===== src/rtl/arithmetic_decoder_static.sv =====
// Static-model arithmetic decoder.
// Decodes a bit stream produced by the matching encoder using a fixed uniform model over
// DECODER_NUM_OF_SYMBOLS symbols (freqBegin[s]=s, freqEnd[s]=s+1). Every division goes through
// one shared serial restoring divider (one quotient bit per cycle).
// Ports:
//   clk, rstn        clock (rising edge) and asynchronous active-low reset
//   start            begin decoding; the first stream word is on inputBits
//   newBitsProvided  host has placed the next stream word on inputBits
//   inputBits        32-bit stream word, bit 0 is the earliest bit
//   readSuccess      host has read out
//   idle             decoder is idle
//   newBitsRequested next stream word is requested
//   resultReady      out holds a decoded symbol
//   eof              end-of-stream symbol decoded, held until the next start
//   out              decoded symbol
module arithmetic_decoder_static #(
  parameter int unsigned DECODER_PRECISION      = 16,
  parameter int unsigned DECODER_NUM_OF_SYMBOLS = 257,
  parameter int unsigned DECODER_EOF_SYMBOL     = 256
) (
  input  logic        clk,
  input  logic        rstn,
  input  logic        start,
  input  logic        newBitsProvided,
  input  logic [31:0] inputBits,
  input  logic        readSuccess,
  output logic        idle,
  output logic        newBitsRequested,
  output logic        resultReady,
  output logic        eof,
  output logic [7:0]  out
);
  localparam int unsigned P  = DECODER_PRECISION;
  localparam int unsigned DW = 24;
  localparam int unsigned SW = $clog2(DECODER_NUM_OF_SYMBOLS);

  localparam logic [P-1:0]  WHOLE     = {1'b1, {(P-1){1'b0}}};
  localparam logic [P-1:0]  HALF      = {2'b01, {(P-2){1'b0}}};
  localparam logic [P-1:0]  QUARTER   = {3'b001, {(P-3){1'b0}}};
  localparam logic [P-1:0]  THREEQ    = {3'b011, {(P-3){1'b0}}};
  localparam logic [P-1:0]  TOTAL     = P'(DECODER_NUM_OF_SYMBOLS);
  localparam logic [SW-1:0] EOF_SYM   = SW'(DECODER_EOF_SYMBOL);
  localparam logic [4:0]    LOAD_LAST = 5'(P - 2);
  localparam logic [4:0]    DIV_LAST  = 5'(DW - 1);

  typedef enum logic [3:0] {
    StIdle, StLoadCode, StFindSymbol, StDivide, StNewSubinterval, StScale,
    StWaitForReadAck, StReadAcknowledged, StWaitForNewBits, StNewBitsProvided
  } state_e;

  // Which of the three per-symbol divisions the divider is running.
  typedef enum logic [1:0] {PhSym, PhHigh, PhLow} phase_e;

  state_e        state_q, state_d, ret_q, ret_d;
  phase_e        phase_q, phase_d;
  logic [P-1:0]  a_q, a_d, b_q, b_d, w_q, w_d, z_q, z_d, hi_q, hi_d;
  logic [SW-1:0] sym_q, sym_d;
  logic [31:0]   word_q, word_d;
  logic [5:0]    ptr_q, ptr_d;
  logic [4:0]    cnt_q, cnt_d;
  logic [DW-1:0] dvd_q, dvd_d;
  logic [P-1:0]  dvs_q, dvs_d, rem_q, rem_d;
  logic          eof_q, eof_d;
  logic [7:0]    out_q, out_d;

  // Divider datapath: dvd_q shifts the dividend out at the top and the quotient in at the bottom.
  logic [P:0]    rem_shift, rem_sub, rem_next;
  logic          q_bit;
  logic [DW-1:0] dvd_next;
  logic [SW-1:0] sym_clamp;

  always_comb begin
    rem_shift = {rem_q, dvd_q[DW-1]};
    rem_sub   = rem_shift - {1'b0, dvs_q};
    q_bit     = (rem_shift >= {1'b0, dvs_q});
    rem_next  = q_bit ? rem_sub : rem_shift;
    dvd_next  = {dvd_q[DW-2:0], q_bit};
    sym_clamp = (dvd_next > DW'(EOF_SYM)) ? EOF_SYM : dvd_next[SW-1:0];
  end

  logic          cur_bit;
  logic          scale_go;
  logic [P-1:0]  scale_off, a_sub, b_sub, z_sub;
  logic [DW-1:0] find_dvd;

  assign cur_bit  = word_q[ptr_q[4:0]];
  assign find_dvd = (DW'(z_q - a_q) + DW'(1)) * DW'(TOTAL) - DW'(1);

  always_comb begin
    scale_go  = 1'b1;
    scale_off = '0;
    if (b_q < HALF) begin
      scale_off = '0;
    end else if (a_q > HALF) begin
      scale_off = HALF;
    end else if ((a_q > QUARTER) && (b_q < THREEQ)) begin
      scale_off = QUARTER;
    end else begin
      scale_go = 1'b0;
    end
    a_sub = a_q - scale_off;
    b_sub = b_q - scale_off;
    z_sub = z_q - scale_off;
  end

  always_comb begin
    state_d = state_q;
    ret_d   = ret_q;
    phase_d = phase_q;
    a_d     = a_q;
    b_d     = b_q;
    w_d     = w_q;
    z_d     = z_q;
    hi_d    = hi_q;
    sym_d   = sym_q;
    word_d  = word_q;
    ptr_d   = ptr_q;
    cnt_d   = cnt_q;
    dvd_d   = dvd_q;
    dvs_d   = dvs_q;
    rem_d   = rem_q;
    eof_d   = eof_q;
    out_d   = out_q;
    unique case (state_q)
      StIdle: begin
        if (start) begin
          word_d  = inputBits;
          a_d     = '0;
          b_d     = WHOLE;
          w_d     = WHOLE;
          z_d     = '0;
          ptr_d   = '0;
          cnt_d   = '0;
          eof_d   = 1'b0;
          state_d = StLoadCode;
        end
      end
      StLoadCode: begin
        if (ptr_q[5]) begin
          ret_d   = StLoadCode;
          state_d = StWaitForNewBits;
        end else begin
          z_d   = {z_q[P-2:0], cur_bit};
          ptr_d = ptr_q + 6'd1;
          cnt_d = cnt_q + 5'd1;
          if (cnt_q == LOAD_LAST) state_d = StFindSymbol;
        end
      end
      StFindSymbol: begin
        dvd_d   = find_dvd;
        dvs_d   = w_q;
        rem_d   = '0;
        cnt_d   = '0;
        phase_d = PhSym;
        state_d = StDivide;
      end
      StDivide: begin
        dvd_d = dvd_next;
        rem_d = rem_next[P-1:0];
        cnt_d = cnt_q + 5'd1;
        if (cnt_q == DIV_LAST) begin
          cnt_d = '0;
          rem_d = '0;
          dvs_d = TOTAL;
          unique case (phase_q)
            PhSym: begin
              sym_d   = sym_clamp;
              dvd_d   = DW'(w_q) * DW'(sym_clamp) + DW'(w_q);
              phase_d = PhHigh;
            end
            PhHigh: begin
              hi_d    = dvd_next[P-1:0];
              dvd_d   = DW'(w_q) * DW'(sym_q);
              phase_d = PhLow;
            end
            default: begin
              // Low quotient stays in dvd_q for the next state.
              state_d = StNewSubinterval;
            end
          endcase
        end
      end
      StNewSubinterval: begin
        b_d     = a_q + hi_q;
        a_d     = a_q + dvd_q[P-1:0];
        state_d = StScale;
      end
      StScale: begin
        if (scale_go) begin
          // Fetch lazily: the request only goes out once a bit is actually needed.
          if (ptr_q[5]) begin
            ret_d   = StScale;
            state_d = StWaitForNewBits;
          end else begin
            a_d   = {a_sub[P-2:0], 1'b0};
            b_d   = {b_sub[P-2:0], 1'b0};
            z_d   = {z_sub[P-2:0], cur_bit};
            ptr_d = ptr_q + 6'd1;
          end
        end else begin
          w_d = b_q - a_q;
          if (sym_q == EOF_SYM) begin
            eof_d   = 1'b1;
            state_d = StIdle;
          end else begin
            out_d   = sym_q[7:0];
            state_d = StWaitForReadAck;
          end
        end
      end
      StWaitForReadAck: begin
        if (readSuccess) state_d = StReadAcknowledged;
      end
      StReadAcknowledged: begin
        if (!readSuccess) state_d = StFindSymbol;
      end
      StWaitForNewBits: begin
        if (newBitsProvided) begin
          word_d  = inputBits;
          ptr_d   = '0;
          state_d = StNewBitsProvided;
        end
      end
      StNewBitsProvided: begin
        if (!newBitsProvided) state_d = ret_q;
      end
      default: state_d = StIdle;
    endcase
  end

  always_ff @(posedge clk or negedge rstn) begin
    if (!rstn) begin
      state_q <= StIdle;
      ret_q   <= StIdle;
      phase_q <= PhSym;
      a_q     <= '0;
      b_q     <= '0;
      w_q     <= '0;
      z_q     <= '0;
      hi_q    <= '0;
      sym_q   <= '0;
      word_q  <= '0;
      ptr_q   <= '0;
      cnt_q   <= '0;
      dvd_q   <= '0;
      dvs_q   <= '0;
      rem_q   <= '0;
      eof_q   <= 1'b0;
      out_q   <= '0;
    end else begin
      state_q <= state_d;
      ret_q   <= ret_d;
      phase_q <= phase_d;
      a_q     <= a_d;
      b_q     <= b_d;
      w_q     <= w_d;
      z_q     <= z_d;
      hi_q    <= hi_d;
      sym_q   <= sym_d;
      word_q  <= word_d;
      ptr_q   <= ptr_d;
      cnt_q   <= cnt_d;
      dvd_q   <= dvd_d;
      dvs_q   <= dvs_d;
      rem_q   <= rem_d;
      eof_q   <= eof_d;
      out_q   <= out_d;
    end
  end

  assign idle             = (state_q == StIdle);
  assign resultReady      = (state_q == StWaitForReadAck);
  assign newBitsRequested = (state_q == StWaitForNewBits);
  assign eof              = eof_q;
  assign out              = out_q;

endmodule


===== config.mk =====
export PLATFORM = sky130hd
export DESIGN_NAME = arithmetic_decoder_static
export DESIGN_NICKNAME = d
export VERILOG_FILES = /design/src/rtl/arithmetic_decoder_static.sv
export SDC_FILE = /design/constraint.sdc
export NUM_CORES = 1
export LEC_CHECK = 0
export BUFFER_PORTS_ARGS = -buffer_cell sky130_fd_sc_hd__buf_2
export CAP_MARGIN = 5
export CORE_MARGIN = 3
export CORE_UTILIZATION = 45
export CTS_BUF_LIST = sky130_fd_sc_hd__clkbuf_8
export DETAILED_ROUTE_END_ITERATION = 6
export PLACE_DENSITY_LB_ADDON = 0.15
export SLEW_MARGIN = 20
export SYNTH_ARGS = -nofsm -noshare
export SYNTH_HDL_FRONTEND = slang
export SYNTH_SLANG_ARGS = --single-unit

===== constraint.sdc =====
create_clock -name clk -period 13.05 [get_ports clk]
set_input_delay 2.61 -clock clk [delete_from_list [all_inputs] [get_ports clk]]
set_output_delay 2.61 -clock clk [all_outputs]
set_load 0.1 [all_outputs]

; Word-level counts from Yosys, hierarchy flattened
; Cells that the tools add are included.
; Widths: inputs -> output; s select.
[totals]
regBits = 207
inputBits = 37
wordCells = 165
[classes]
add_sub_neg = 13
mul = 3
order_cmp = 7
n_eq_ne = 30
mux = 67
bitwise_logic = 2
reduce_logical = 26
[op_table]
columns = operator, n
row1 = $mux 16, 13
row2 = $pmux 16 s3, 3
row3 = $pmux 16 s2, 3
row4 = $pmux 24 s2, 2
row5 = $mux 32, 2
row6 = $pmux 32 s2, 1
row7 = $mux 4, 14
row8 = $mul 16x9->24, 2
row9 = $sub 15x15->15, 3
row10 = $pmux 4 s10, 1
row11 = $add 16x16->16, 2
row12 = $lt 16x15->1 const B, 2
row13 = $sub 16x16->16, 2
row14 = $mux 15, 2
row15 = $ne 2x2->1 const B, 14
row16 = $add 24x16->24, 1
row17 = $gt 24x9->1 const B, 1
row18 = $mul 18x10->24 const B, 1
row19 = $mux 24, 1
row20 = $mux 6, 4
row21 = $pmux 6 s4, 1
row22 = $sub 24x1->24 const B, 1
row23 = $reduce_and 3->1, 7
row24 = $pmux 5 s4, 1
row25 = other kinds (39), 64

; Longest topological paths before layout
[logic_depth]
ltp_word = 9
ltp_mapped = 37

; Worst setup path after synthesis
; Ideal clock, no wire load.
[synth_path]
path_type = register to register
startpoint = register dvs_q[1]
endpoint = register dvd_q[23]
setup_ns = 0.124
t_arrival_ns = 7.895
t_required_ns = 12.926
slack_ns = 5.031
path_stages_with_launch = 36
n_path_buf = 1
path_cell_list = dfrtp_1 -> inv_1 -> ha_1 -> nor2b_1 -> o21ai_0 -> a21boi_0 -> o21ai_0 -> a21boi_0 -> o21a_1 -> o211ai_1 -> a31oi_1 -> o31a_1 -> nor2_1 -> clkbuf_1 -> nand3_1 -> fa_1 -> inv_1 -> fa_1 -> inv_1 -> fa_1 -> inv_1 -> fa_1 -> inv_1 -> fa_1 -> inv_1 -> ha_1 -> or3_1 -> o21a_1 -> o21a_1 -> o311a_1 -> a21oi_1 -> o31ai_1 -> xnor2_1 -> a21oi_1 -> nor3b_1 -> nor3b_1
[synth_via]
elab_chain_len = 8
[synth_rtl]
columns = item, line_no
row1 = "start, declared", 62  ; logic [P-1:0] dvs_q, dvs_d, rem_q, rem_d;
row2 = "start signal, assigned", 264  ; dvs_q <= dvs_d;
row3 = $ge 17x16->1 (*), 75  ; q_bit = (rem_shift >= {1'b0, dvs_q});
row4 = $gt 24x9->1, 78  ; sym_clamp = (dvd_next > DW'(EOF_SYM)) ? EOF_SYM : dvd_next[SW-1:0];
row5 = $mux 9 (*), 78
row6 = $mul 16x9->24 (*), 168  ; dvd_d = DW'(w_q) * DW'(sym_clamp) + DW'(w_q);
row7 = $add 24x16->24 (*), 168
row8 = $pmux 24 s2 (*), 165  ; unique case (phase_q)
row9 = $mux 24 (*), 161  ; if (cnt_q == DIV_LAST) begin
row10 = $pmux 24 s2 (*), 124  ; unique case (state_q)
row11 = "end signal, assigned", 263  ; dvd_q <= dvd_d;
row12 = "end, declared", 61  ; logic [DW-1:0] dvd_q, dvd_d;
; Every way passes the cells marked *; elsewhere a longest branch is shown, timed or not.
; A chain may end at the register's enable or synchronous reset.

; Worst setup path after layout
; Ends and elaborated chain as after synthesis.

==> summary.md <==
| Metric | Value |
|---|---|
| Post-route clock period utilization | 72.3% |
| Placer's final routability congestion estimate | 0.911 |
| FF-to-FF Start | dvs_q[1] |
| Fraction of layout cells with a size suffix above 1 | 7.84% |
| Port-buffer cells | 48 |
| Clk slew on worst S/H paths | 0.06 ns |
| Vias | 20300 |
| Grt ovf | 0 |
| CTS Buffer Depth | 3 |
| Final Max Slew Viols | 0 |
| Largest cells by area after synthesis | dfrtp_1 (21%), fa_1 (19%), ha_1 (12%) |
| Max Cap Viol | 0 |
| Sequential share of the synthesized area | 20.7% |
| CTS Sinks | 205 |
| Register area | 5130 sq um |
| Final setup viols | 0 |
| # DRC | 0 |
| Mapped Area | 24800 sq um |
| Area leader, netlist | dfrtp_1 |
| Hold-fix buffers at CTS | 0 |
| Post-DRT Antenna Nets | 0 |
| Slew @ Worst Pin | 1.12 ns |
| Outcome | finished clean |
| Area grow syn2layout | 6.48% |
| Final WL | 69500 um |
| Min-delay src | ret_q[0] |
| Setup_tns | 0 ns |
| Final net count | 3341 |
| Fillers | 5216 |
| Critical path's slowest cell | buf_4 |
| Synth warn | 0 |
| FF-to-FF setup slack | 3.62 ns |
| Core Area | 54100 sq um |
| EDFF count, synth | 0 |
| Synth Instances | 2852 |
| Vias in the first global route | 20500 |
| Largest net degree at the start of global routing | 118 |
| Post-CTS sizing | 0 |
| Root buf cell | clkbuf_8 |
| Fin crit period | 9.43 ns |
| Crit-path max FO | 117 |
| CP top delay family | compound AO/OA/AOI/OAI gates |
| #FFs+latches synth | 205 |
| WP data arrival | 9.85 ns |
| I/O pin total | 49 |
| Worst-Skew Late Latency | 0.58 ns |
| Library cells used by synthesis | 82 |
| Area occupied by multi-input gates | 17700 sq um |
| Crit end category | flop |
| WP data required | 13.47 ns |
| Tot GR Track Use | 24.5% |
| H-tree depth | 2 |
| Die width | 241 um |
| Buffers & Inverters on Critical Path | 7 |
| Detailed Routing Iterations Pass 1 | 5 |
| Most frequent CP cell | inv_1 |
| Max Fclk | 106 MHz |
| Nature of the critical path startpoint | flop |
| Initial DRC Count | 1330 |
| Final Skew | 0.0356 ns |
| Crit. Startpoint | dvs_q[1] |
| Worst hold path type | flop to flop |
| Top_reg_cell synth | dfrtp_1 |
| Wire length per cell | 19.6 um |
| Post-CTS Setup Inserts | 0 |
| Syn_nets | 3362 |
| RSZ-0062 raised after global routing | false |
| Hold Vio Cnt, Final | 0 |
| Initial antenna violation count | 2 |
| Worst path max stage delay | 0.73 ns |
| Vias per Instance | 5.71 |
| Effective utilization at floorplan | 45.7% |
| Die ar. | 57900 sq um |
| TritonCTS buffer count | 38 |
| Row Count | 85 |
| Die Ht | 241 um |
| WS Path Type | flop to flop |
| CTS tree | yes |
| First-pass GRT wire length | 113000 um |
| Asr flop ratio synth | 100% |
| DP HPWL | 53000 um |
| Slew HR | 25.4% |
| Post-synth top area share | 20.7% |
| Syn Area/Cell | 8.68 sq um |
-- routing by layer --
| layer | vias up | routed length [um] | share of wire (%) | track usage, % |
|---|---|---|---|---|
| li1 | 9587 | - | - | - |
| met1 | 10100 | 31600 | 45 | 34.3 |
| met2 | 492 | 32400 | 47 | 39.8 |
| met3 | 116 | 3460 | 5.0 | 3.03 |
| met4 | 2 | 2030 | 2.9 | 7.19 |
| met5 | - | 7 | 0.010 | 0 |
-- cell usage in the layout (no fill, tap or decap), drive strengths merged, types with 36 or more instances in the layout --
cell / instances
inv: 388
nand2: 309
ha: 243
fa: 230
dfrtp: 205
a21oi: 153
nor2: 149
o21ai: 144
xnor2: 90
nand3: 89
buf: 82
and3: 71
and2: 56
nor3: 52
xor2: 51
clkbuf: 44
a21o: 39
a22o: 37
mux2: 36
-- cells by family after synthesis --
kind of cell | after synthesis | synth area share, %
XOR/XNOR | 142 | 5.08
AO/OA/AOI/OAI | 597 | 15.8
multiplexers | 61 | 2.85
buffers and inverters | 522 | 8.11
AND/OR/NAND/NOR | 852 | 16.6
flip-flops | 205 | 20.7
adder cells (fa/ha/maj) | 473 | 30.9
-- through the flow --
stage | hold WS (ns) | utilization [%] | instances | worst slack [ns] | instance area [sq um]
3_5_place_dp | 0.447 | 47.3 | 3487 | 3.72 | 25600
3_3_place_gp | 0.449 | 47.3 | 3487 | 3.81 | 25600
6_report | 0.461 | 48.7 | 3553 | 3.62 | 26400
5_1_grt | 0.496 | 48.7 | 3552 | 2.98 | 26400
2_1_floorplan | 0.425 | - | 2852 | 5.03 | 24800
4_1_cts | 0.462 | 48.7 | 3552 | 3.66 | 26400
-- worst paths after layout --
kind | to | depth (start not counted)
worst max-delay path | dvd_q[23] | 35
worst min-delay path | ret_q[0] | 1
worst max register to register | dvd_q[23] | 35
worst min register to register | ret_q[0] | 1
max in group asynchronous | a_q[15] | 2
min in group asynchronous | rem_q[12] | 1
-- registers in the layout, indices dropped and copies added (netlist names) --
register  flops
word_q       32
rem_q        16
hi_q         16
ptr_q         6
dvd_q        24
phase_q       2
ret_q         2
dvs_q        16
cnt_q         5
eof           1
state_q       4
sym_q         9
a_q          16
b_q          16
z_q          16
w_q          16
out           8
-- final cells by class --
class	instances	share of cell area [%]
inverter	379	5.40
sequential	205	19.5
timing repair buffer	82	1.92
clock inverter	21	0.532
multi-input combinational	2125	67.1
tap	696	3.30
antenna	1	0.00949
clock buffer	44	2.30
-- cell usage after synthesis, drive strengths merged (8+ instances only) --
cell / number
and3: 71
o21ai: 144
mux2i: 21
o31ai: 20
inv: 379
a21o: 39
nor2b: 25
buf: 23
o211ai: 16
nor3: 52
nand2b: 28
a22o: 37
clkbuf: 120
a31o: 8
a22oi: 28
a31oi: 11
o21a: 23
dfrtp: 205
nor4: 15
nor3b: 9
fa: 230
a21oi: 153
mux2: 36
a221oi: 10
o221ai: 9
nand4: 11
xnor2: 90
or3: 11
nand2: 309
or2: 11
o21bai: 18
nor2: 149
nand3: 89
and2: 56
ha: 243
o22ai: 9
xor2: 51
a211o: 8
a211oi: 13
-- worst register-to-register path, delay by kind of cell (launching register included) --
family,cells,cell delay (ns)
simple gates,6,1.16
xor+xnor,1,0.15
fa+ha+maj,7,3.07
flops,1,0.40
compound gates,14,3.47
buf+inv,7,1.05
Power is not shown: default switching activity piles up to over one toggle a cycle in this logic, so the estimate is an artifact.
